<file path="src/rtl/fetch_pc_unit.sv">
// Fetch / next-PC stage for the single-cycle MIPS core.
// Owns the PC, fetches one instruction per FETCH/EXEC pair over a
// req/ready handshake, resolves the next PC from decoder flags and
// latches a sticky fault (HALT) on invalid instructions, fetch timeouts
// and misaligned jr targets.
module fetch_pc_unit #(
  parameter logic [31:0] RESET_PC      = 32'h0000_0000,
  parameter int unsigned FETCH_TIMEOUT = 16
) (
  input  logic        clk,
  input  logic        rst_n,
  output logic [31:0] imem_addr,
  output logic        imem_req,
  input  logic        imem_ready,
  input  logic [31:0] imem_rdata,
  output logic [31:0] instr,
  output logic        instr_valid,
  output logic [31:0] pc,
  output logic [31:0] link_addr,
  input  logic        branch_eq,
  input  logic        branch_neq,
  input  logic        jump,
  input  logic        jump_reg,
  input  logic        invalid_inst,
  input  logic        alu_zero,
  input  logic [31:0] rs_data,
  output logic        halted,
  output logic [1:0]  fault_code,
  output logic [31:0] epc
);

  localparam int unsigned    CW      = (FETCH_TIMEOUT > 2) ? $clog2(FETCH_TIMEOUT) : 1;
  localparam bit             TO_EN   = (FETCH_TIMEOUT != 0);
  localparam logic [CW-1:0]  TO_LAST = TO_EN ? CW'(FETCH_TIMEOUT - 1) : '0;

  localparam logic [1:0] F_NONE    = 2'b00;
  localparam logic [1:0] F_INVALID = 2'b01;
  localparam logic [1:0] F_TIMEOUT = 2'b10;
  localparam logic [1:0] F_JR_ALGN = 2'b11;

  typedef enum logic [1:0] {
    S_FETCH,
    S_EXEC,
    S_HALT
  } state_t;

  state_t          r_state;
  logic [31:0]     r_pc;
  logic [31:0]     r_instr;
  logic [31:0]     r_epc;
  logic [1:0]      r_fault;
  logic [CW-1:0]   r_cnt;

  logic [31:0]     w_pc4;
  logic [31:0]     w_jtarget;
  logic [31:0]     w_btarget;
  logic            w_taken;
  logic            w_timeout;

  // Next-PC candidates, all mod 2^32
  always_comb begin
    w_pc4     = r_pc + 32'd4;
    w_jtarget = {w_pc4[31:28], r_instr[25:0], 2'b00};
    w_btarget = w_pc4 + {{14{r_instr[15]}}, r_instr[15:0], 2'b00};
    w_taken   = (branch_eq & alu_zero) | (branch_neq & ~alu_zero);
    w_timeout = TO_EN && (r_cnt == TO_LAST);
  end

  // Fetch/exec/halt sequencing with PC, instruction and fault registers
  always_ff @(posedge clk or negedge rst_n) begin
    if (!rst_n) begin
      r_state <= S_FETCH;
      r_pc    <= RESET_PC;
      r_instr <= '0;
      r_epc   <= '0;
      r_fault <= F_NONE;
      r_cnt   <= '0;
    end else begin
      case (r_state)
        S_FETCH: begin
          if (imem_ready) begin
            r_instr <= imem_rdata;
            r_cnt   <= '0;
            r_state <= S_EXEC;
          end else if (w_timeout) begin
            r_fault <= F_TIMEOUT;
            r_epc   <= r_pc;
            r_state <= S_HALT;
          end else begin
            r_cnt   <= r_cnt + CW'(1);
          end
        end
        S_EXEC: begin
          if (invalid_inst) begin
            r_fault <= F_INVALID;
            r_epc   <= r_pc;
            r_state <= S_HALT;
          end else if (jump_reg) begin
            if (rs_data[1:0] != 2'b00) begin
              r_fault <= F_JR_ALGN;
              r_epc   <= r_pc;
              r_state <= S_HALT;
            end else begin
              r_pc    <= rs_data;
              r_state <= S_FETCH;
            end
          end else if (jump) begin
            r_pc    <= w_jtarget;
            r_state <= S_FETCH;
          end else if (w_taken) begin
            r_pc    <= w_btarget;
            r_state <= S_FETCH;
          end else begin
            r_pc    <= w_pc4;
            r_state <= S_FETCH;
          end
        end
        S_HALT: begin
          r_state <= S_HALT;
        end
        default: begin
          r_state <= S_HALT;
        end
      endcase
    end
  end

  // Reset parks the state in FETCH, so the request is gated by rst_n directly
  assign imem_req    = rst_n && (r_state == S_FETCH);
  assign imem_addr   = r_pc;
  assign pc          = r_pc;
  assign link_addr   = w_pc4;
  assign instr       = r_instr;
  assign instr_valid = (r_state == S_EXEC);
  assign halted      = (r_state == S_HALT);
  assign fault_code  = r_fault;
  assign epc         = r_epc;

endmodule

</file>
<file path="config.mk">
export PLATFORM = sky130hd
export DESIGN_NAME = fetch_pc_unit
export DESIGN_NICKNAME = d
export VERILOG_FILES = /design/src/rtl/fetch_pc_unit.sv
export SDC_FILE = /design/constraint.sdc
export NUM_CORES = 1
export LEC_CHECK = 0
export CORE_MARGIN = 2
export CORE_UTILIZATION = 43
export CTS_CLUSTER_SIZE = 12
export DETAILED_ROUTE_END_ITERATION = 7
export HOLD_SLACK_MARGIN = 0.12
export PLACE_DENSITY = 0.82
export SYNTH_ARGS = -nofsm -noshare
export SYNTH_HDL_FRONTEND = slang
export SYNTH_SLANG_ARGS = --single-unit
export TNS_END_PERCENT = 5
</file>
<file path="constraint.sdc">
create_clock -name clk -period 3.8 [get_ports clk]
set_input_delay 0.38 -clock clk [delete_from_list [all_inputs] [get_ports clk]]
set_output_delay 0.38 -clock clk [all_outputs]
set_load 0.1 [all_outputs]
</file>
==> impl_metrics.ini <==
[finish]
drive_above_1_share_pct = 24.0
post_layout_nonfiller_instances = 1195
multi_input_area_um2 = 4780
design_area_um2 = 10600
seq_area_um2 = 2650
final_nets = 1080
layout.filler_cells = 1306
area_growth_syn_to_layout_pct = 45.9

[sta]
worst-slew-pin-transition_ps = 1020
timing_hold_violations_final = 0
drv_slew = 0
setup_skew_after_layout_ps = 7.88
totalNegativeSetupSlack_ps = 0
layout_min_cycle_time_ps = 3650
period_share_pct = 96.0
max_freq_mhz = 274
tightest_hold_margin_ps = 117
rsz_0062_raised_after_global_routing = true
timing.slew.headroom_pct = 31.8
timing.final.setup_violations = 0

[power]
power.ir.vdd_worst_uv = 217
pwr_density_cell_nw_per_um2 = 211
static-leakage-power_nw = 4.81

[logic_synthesis]
dominant_combinational_cell_family_by_area_after_synthesis = compound AO/OA/AOI/OAI gates
synth_fa_ha_area_share_pct = 6.66
yosys-mux-area-fraction_pct = 11.3
synth_simple_gate_area_share_pct = 14.0
ys_types = 77
postSynthNetCount = 873
synthesized_flop_and_latch_total = 104
fraction_of_synthesized_cell_area_in_xor_and_xnor_cells_pct = 5.66
postSynthAreaPerCell_um2 = 9.52
postSynth.asyncResetShare_pct = 100
synth_cell_area_um2 = 7250
synth-compound-area-share_pct = 20.2
synth-seq-area-share_pct = 35.9
postSynth.topFlopCell = sky130_fd_sc_hd__dfrtp_1
synthesis.instances = 762
synth_edf_count = 0
synth_warnings = 0

[route]
drt_wl_total_mm = 24.7
final_antenna_net_count = 0
via_density = 5.70
detail_route.first_pass.iterations = 5
route.detailed.drc = 0
wire_per_inst_um = 20.7
detailedRoute.firstIterationViolations = 548
via_count = 6816

[place]
numPlacedInstances = 1171
routability_cong = 0.900
placement.cell_area_um2 = 10200
buffer_ports.inserted = 237
post-dp-hpwl_mm = 19.0

[global_route]
via_count_of_the_first_global_routing_pass = 6823
globalRoute.totalOverflow = 0
antenna_found_initial = 1
global_route_wire_length_before_repair_mm = 38.7
largest_net_degree_at_the_start_of_global_routing = 69
grt_util_all_layers_pct = 27.8

[critical_path]
timing.critical_path.required_ps = 4040
crit_type = flip-flop to flip-flop
cp_arrival_ps = 3890
timing.critical_path.to_type = flip-flop
path_max_fanout = 7
start_kind = flip-flop

[outcome]
outcome = completed

[hold_path]
hp-class = input pin to asynchronous set/reset pin

[floorplan]
die_h_um = 134
die-area_um2 = 17900
core_area_um2 = 16500
top_level_port_count = 238
start_util_pct = 43.9
die_width_um = 134
floorplan.rows = 47

[flow_run]
drv_cap = 0

[clock_network]
ctsLongestPathBuffers = 2
cts-buffers-inserted = 9
clkSinkCount = 104
cts_root_buf = sky130_fd_sc_hd__clkbuf_16
clock_tree.htree_level_count = 3
clkLatencyLatePin_ps = 350
clkTransAtPathRegs_ps = 80
cts_tree = yes
[synth_stat cells (7+ instances only)]
| master | instances | area share (%) |
|---|---|---|
| sky130_fd_sc_hd__dfrtp_1 | 104 | 36 |
| sky130_fd_sc_hd__nand2_1 | 70 | 3.6 |
| sky130_fd_sc_hd__mux2_2 | 65 | 10 |
| sky130_fd_sc_hd__a21oi_1 | 53 | 3.7 |
| sky130_fd_sc_hd__nor2_1 | 53 | 2.7 |
| sky130_fd_sc_hd__o21ai_0 | 44 | 3.0 |
| sky130_fd_sc_hd__ha_1 | 37 | 6.4 |
| sky130_fd_sc_hd__buf_4 | 35 | 3.6 |
| sky130_fd_sc_hd__clkbuf_1 | 28 | 1.4 |
| sky130_fd_sc_hd__xnor2_1 | 28 | 3.4 |
| sky130_fd_sc_hd__a21o_1 | 21 | 2.2 |
| sky130_fd_sc_hd__nand3_1 | 19 | 1.3 |
| sky130_fd_sc_hd__xor2_1 | 17 | 2.1 |
| sky130_fd_sc_hd__and3_1 | 12 | 1.0 |
| sky130_fd_sc_hd__o21a_1 | 12 | 1.2 |
| sky130_fd_sc_hd__inv_1 | 10 | 0.52 |
| sky130_fd_sc_hd__o211ai_1 | 10 | 1.0 |
| sky130_fd_sc_hd__and2_1 | 8 | 0.69 |
| sky130_fd_sc_hd__mux2i_1 | 8 | 1.1 |
| sky130_fd_sc_hd__nand4_1 | 7 | 0.60 |
[per-stage QoR]
stage / setup WS [ps] / utilization, % / power [mW]
2_1_floorplan: -441 / - / 1.19
3_3_place_gp: 139 / 61.6 / 1.31
3_5_place_dp: 46.4 / 61.6 / 1.32
4_1_cts: 13.2 / 63.4 / 2.24
5_1_grt: -48.5 / 64.0 / 2.31
6_report: 151 / 64.0 / 2.23
[worst max-delay path, cell delays in order (launching register included)]
cell and delay [ps]:
sky130_fd_sc_hd__dfrtp_4 470, sky130_fd_sc_hd__and3_1 240, sky130_fd_sc_hd__nand3_2 200, sky130_fd_sc_hd__nor2_2 230, sky130_fd_sc_hd__xor2_4 100, sky130_fd_sc_hd__ha_1 460, sky130_fd_sc_hd__o21a_1 190, sky130_fd_sc_hd__o211ai_1 110
sky130_fd_sc_hd__a211o_1 340, sky130_fd_sc_hd__a21boi_1 210, sky130_fd_sc_hd__o21ai_1 160, sky130_fd_sc_hd__o31ai_2 310, sky130_fd_sc_hd__nand4_1 160, sky130_fd_sc_hd__mux2i_1 140, sky130_fd_sc_hd__a32o_1 210
[layer usage]
metal | share of wire (%) | wire length [um] | vias up | global-route usage (%)
met2 | 46 | 11400 | 286 | 43.8
met5 | 0 | 0 | - | 0
li1 | - | - | 3175 | -
met1 | 44 | 10800 | 3332 | 38.9
met4 | 1.5 | 383 | 0 | 7.15
met3 | 8.6 | 2120 | 23 | 6.39
[layout by cell type (no fill, tap or decap), types with 5 or more instances in the layout]
cell                              count
sky130_fd_sc_hd__a21o_1              21
sky130_fd_sc_hd__a21oi_1             50
sky130_fd_sc_hd__a221o_1              6
sky130_fd_sc_hd__a31oi_1              5
sky130_fd_sc_hd__and2_1               5
sky130_fd_sc_hd__and3_1              11
sky130_fd_sc_hd__buf_4               57
sky130_fd_sc_hd__clkbuf_16            9
sky130_fd_sc_hd__clkdlybuf4s50_1    209
sky130_fd_sc_hd__dfrtp_1             82
sky130_fd_sc_hd__dfrtp_2             13
sky130_fd_sc_hd__dfrtp_4              9
sky130_fd_sc_hd__ha_1                33
sky130_fd_sc_hd__inv_1               10
sky130_fd_sc_hd__mux2_2              65
sky130_fd_sc_hd__mux2i_1              7
sky130_fd_sc_hd__nand2_1             68
sky130_fd_sc_hd__nand3_1             14
sky130_fd_sc_hd__nand4_1              7
sky130_fd_sc_hd__nor2_1              50
sky130_fd_sc_hd__nor3_1               5
sky130_fd_sc_hd__o211a_1              6
sky130_fd_sc_hd__o211ai_1            10
sky130_fd_sc_hd__o21a_1              12
sky130_fd_sc_hd__o21ai_0             43
sky130_fd_sc_hd__o22ai_1              6
sky130_fd_sc_hd__xnor2_1              8
sky130_fd_sc_hd__xnor2_4             18
sky130_fd_sc_hd__xor2_1              10
[state kept, by name (all words and copies together) (netlist names)]
signal / flops
instr: 32
r_cnt: 4
imem_addr: 32
r_state: 2
epc: 32
fault_code: 2
[logic make-up after synthesis]
| kind of cell | Yosys count |
|---|---|
| multiplexers | 74 |
| XOR/XNOR | 46 |
| flip-flops | 104 |
| AND/OR/NAND/NOR | 205 |
| AO/OA/AOI/OAI | 213 |
| adder cells (fa/ha/maj) | 38 |
| buffers and inverters | 82 |
[repair_timing]
item,4_1_cts,5_1_grt
endpoints found under the hold margin,0,0
buffers inserted,0,7
hold buffers,0,0
endpoints found under the setup margin,0,17
gates resized for setup,0,15
[final cells by class]
type,instances,share of cell area (%)
multi-input cells,576,45.2
flip-flops and latches,104,25.1
diodes,1,0.0236
repair buffers,267,24.0
well taps,220,2.60
clock buffers,10,2.16
inverters,11,0.390
clock inverters,6,0.591
[report_power, final]
part	internal (mW)	switching [mW]	total [mW]	leakage [nW]
Sequential	1.11	0	1.11	1.38
Clock	0.464	0.473	0.937	0.142
Combinational	0.0933	0.0963	0.190	3.29
Total	1.66	0.569	2.23	4.81
[path summary, 6_finish.rpt]
check,startpoint,to,slack (ps),cells after the start
worst min-delay path,rst_n,r_state[1],120,2
worst max-delay path,imem_addr[2],imem_addr[30],150,14
max in group asynchronous,rst_n,imem_addr[9],2770,2
worst min register to register,epc[25],epc[25],500,1
min in group clk,epc[25],epc[25],500,1
worst max register to register,imem_addr[2],imem_addr[30],150,14
Power figures use the tool's default switching activity.
==> edit, RTL diff (config.mk and constraints unchanged) <==
Encoding of `state_t`: now one-hot (3 bits for 3 states).
--- a/src/rtl/fetch_pc_unit.sv
+++ b/src/rtl/fetch_pc_unit.sv
@@ -39,8 +39,8 @@
   localparam logic [1:0] F_JR_ALGN = 2'b11;
 
-  typedef enum logic [1:0] {
-    S_FETCH,
-    S_EXEC,
-    S_HALT
+  typedef enum logic [2:0] {
+    S_FETCH = 3'b001,
+    S_EXEC  = 3'b010,
+    S_HALT  = 3'b100
   } state_t;
 
Function: no difference found for any inputs over 4 cycles, from zero or initial values and one cycle with rst_n low; so few cycles prove little.
==> edit against the original RTL <==
Worst setup slack improved by 0.0082 ns. Core utilization fell by 0.81 points. Sequential share of layout area up 0.24 points. Final area decreased by 0.21%. Critical path depth is 2 lower. Synthesized area up 1.9%. Largest power group unchanged. Final cell count increased by 2.4%. Wire length rose by 1.3%. Total power decreased by 0.51%. Sequential cell count rose by 1.
==> edit: results (changes against the original RTL) <==
• count of fill cells added during filler insertion: 1429, +9.4%
• Worst Tran Pin Value: 1.03 ns, +0.0128 ns
• Overall Global Routing Usage: 27.6%, -0.24 points
• pin count of the biggest net entering global routing: 73, +5.8%
• top cells by instance count after synthesis: 104 x sky130_fd_sc_hd__dfrtp_1, 70 x sky130_fd_sc_hd__nand2_1, 66 x sky130_fd_sc_hd__a21oi_1
• Seq/Total Area, Yosys: 35.6%, -0.31 points
• clock tree skew after final layout: 0.0114 ns, +0.00351 ns
• placed instance count: 1207, +3.1%
• Clock Tree Root: sky130_fd_sc_hd__clkbuf_16
• metal1 wirelength: 10.7 mm, -1.4%
• first-pass GRT wire length: 38.9 mm, +0.43%
• reported leakage power: 4.70 nW, -2.4%
• number of antenna violations at the first check in global routing: 0, -1
• Max rail drop VDD: 0.000215 V, -1.2%
• outcome: complete, no violations
• Final Hold Fails: 0, unchanged
• critical-path cell with the highest stage delay: sky130_fd_sc_hd__nor4_4
• top cells by area in the synthesized netlist: sky130_fd_sc_hd__dfrtp_1 35%, sky130_fd_sc_hd__mux2_2 9.8%, sky130_fd_sc_hd__ha_1 6.3%
• number of iterations in the first detailed-routing pass: 5, unchanged
• htree depth: 3, unchanged
• placement-stage cell area: 0.0102 sq mm, +0.61%
• kind of cell with the highest combined delay on the critical path: simple AND/OR/NAND/NOR gates
• routed length on met2: 11.6 mm, +1.7%
• vias in the first global route: 6844, +0.31%
• Post-Synthesis Net Count: 903, +3.4%
• net count reported at finish: 1110, +2.8%
• Critical Path Max Stage Delay: 0.55 ns, +0.08 ns
• initial drt markers: 654, +19%
• Post-synth ARST share: 100%, unchanged
• Non-Filler Instances: 1224, +2.4%
• Final HPWL DP: 18.9 mm, -0.52%
• Critical Path AT: 3.86 ns, -0.03 ns
• diode insertion count for antenna repair: 0, -1
• number of cells produced by synthesis: 792, +3.9%
• ys flop type: sky130_fd_sc_hd__dfrtp_1
• routability-driven placement congestion ratio: 1.01, +12%
• Met3 Routed Length: 2.00 mm, -5.6%
• via count of the routed design: 7076, +3.8%
• synth unique cells: 74, -3.9%
• share of cells above drive strength 1: 21.3%, -2.7 points
• Port Buffer Count: 237, unchanged
• clock insertion delay at the later pin of the skew report: 0.37 ns, +0.02 ns
• Ys Warns: 0, unchanged
• detail-routed net length per standard cell: 20.5 um, -1.1%
edit: layout make-up:
cell class,count,area [sq um],share of cell area [%]
Multi-Input combinational cell,597,4710,44.6
Tap cell,220,275,2.61
Inverter,19,71.3,0.675
Clock buffer,11,233,2.20
Clock inverter,5,46.3,0.438
Sequential cell,105,2670,25.3
Timing Repair Buffer,267,2560,24.2
edit: layer usage:
layer	GRT usage (%)	vias to the layer above
li1	-	3273
met4	10.4	0
met5	0	-
met2	44.0	323
met1	37.0	3424
met3	5.74	56
edit: per-stage QoR:
stage               setup TNS [ns]  setup slack, ns
global placement                 0            0.213
finish                           0            0.159
detailed placement               0            0.157
floorplan                   -19.46           -0.534
CTS                              0            0.120
global route               -0.0258          -0.0258
edit: final timing paths:
kind,startpoint,endpoint,slack [ns],cells after the start
hold reg to reg,epc[19],epc[19],0.51,1
hold / removal,rst_n,imem_addr[4],0.51,2
setup / recovery,imem_addr[8],imem_addr[26],0.16,12
min in group clk,epc[19],epc[19],0.51,1
setup reg to reg,imem_addr[8],imem_addr[26],0.16,12
max in group asynchronous,rst_n,imem_addr[13],2.46,3
edit: report_power, final:
part           internal, mW  total [mW]  switching, mW
Sequential             1.12        1.12              0
Clock                 0.459       0.926          0.467
Combinational        0.0876       0.178         0.0900
edit: what timing repair did:
action | in CTS | in global routing
hold endpoints to repair | 32 | 0
resized for setup | 0 | 8
endpoints found under the setup margin | 0 | 7
hold buffers | 1 | 0
edit: cell families after synthesis:
kind of cell / count (synthesis) / synth area share (%)
compound gates: 218 / 18.8
xor+xnor: 45 / 5.69
fa+ha+maj: 38 / 6.53
buf+inv: 90 / 6.59
flops: 105 / 35.6
mux: 73 / 11.0
simple gates: 223 / 15.8
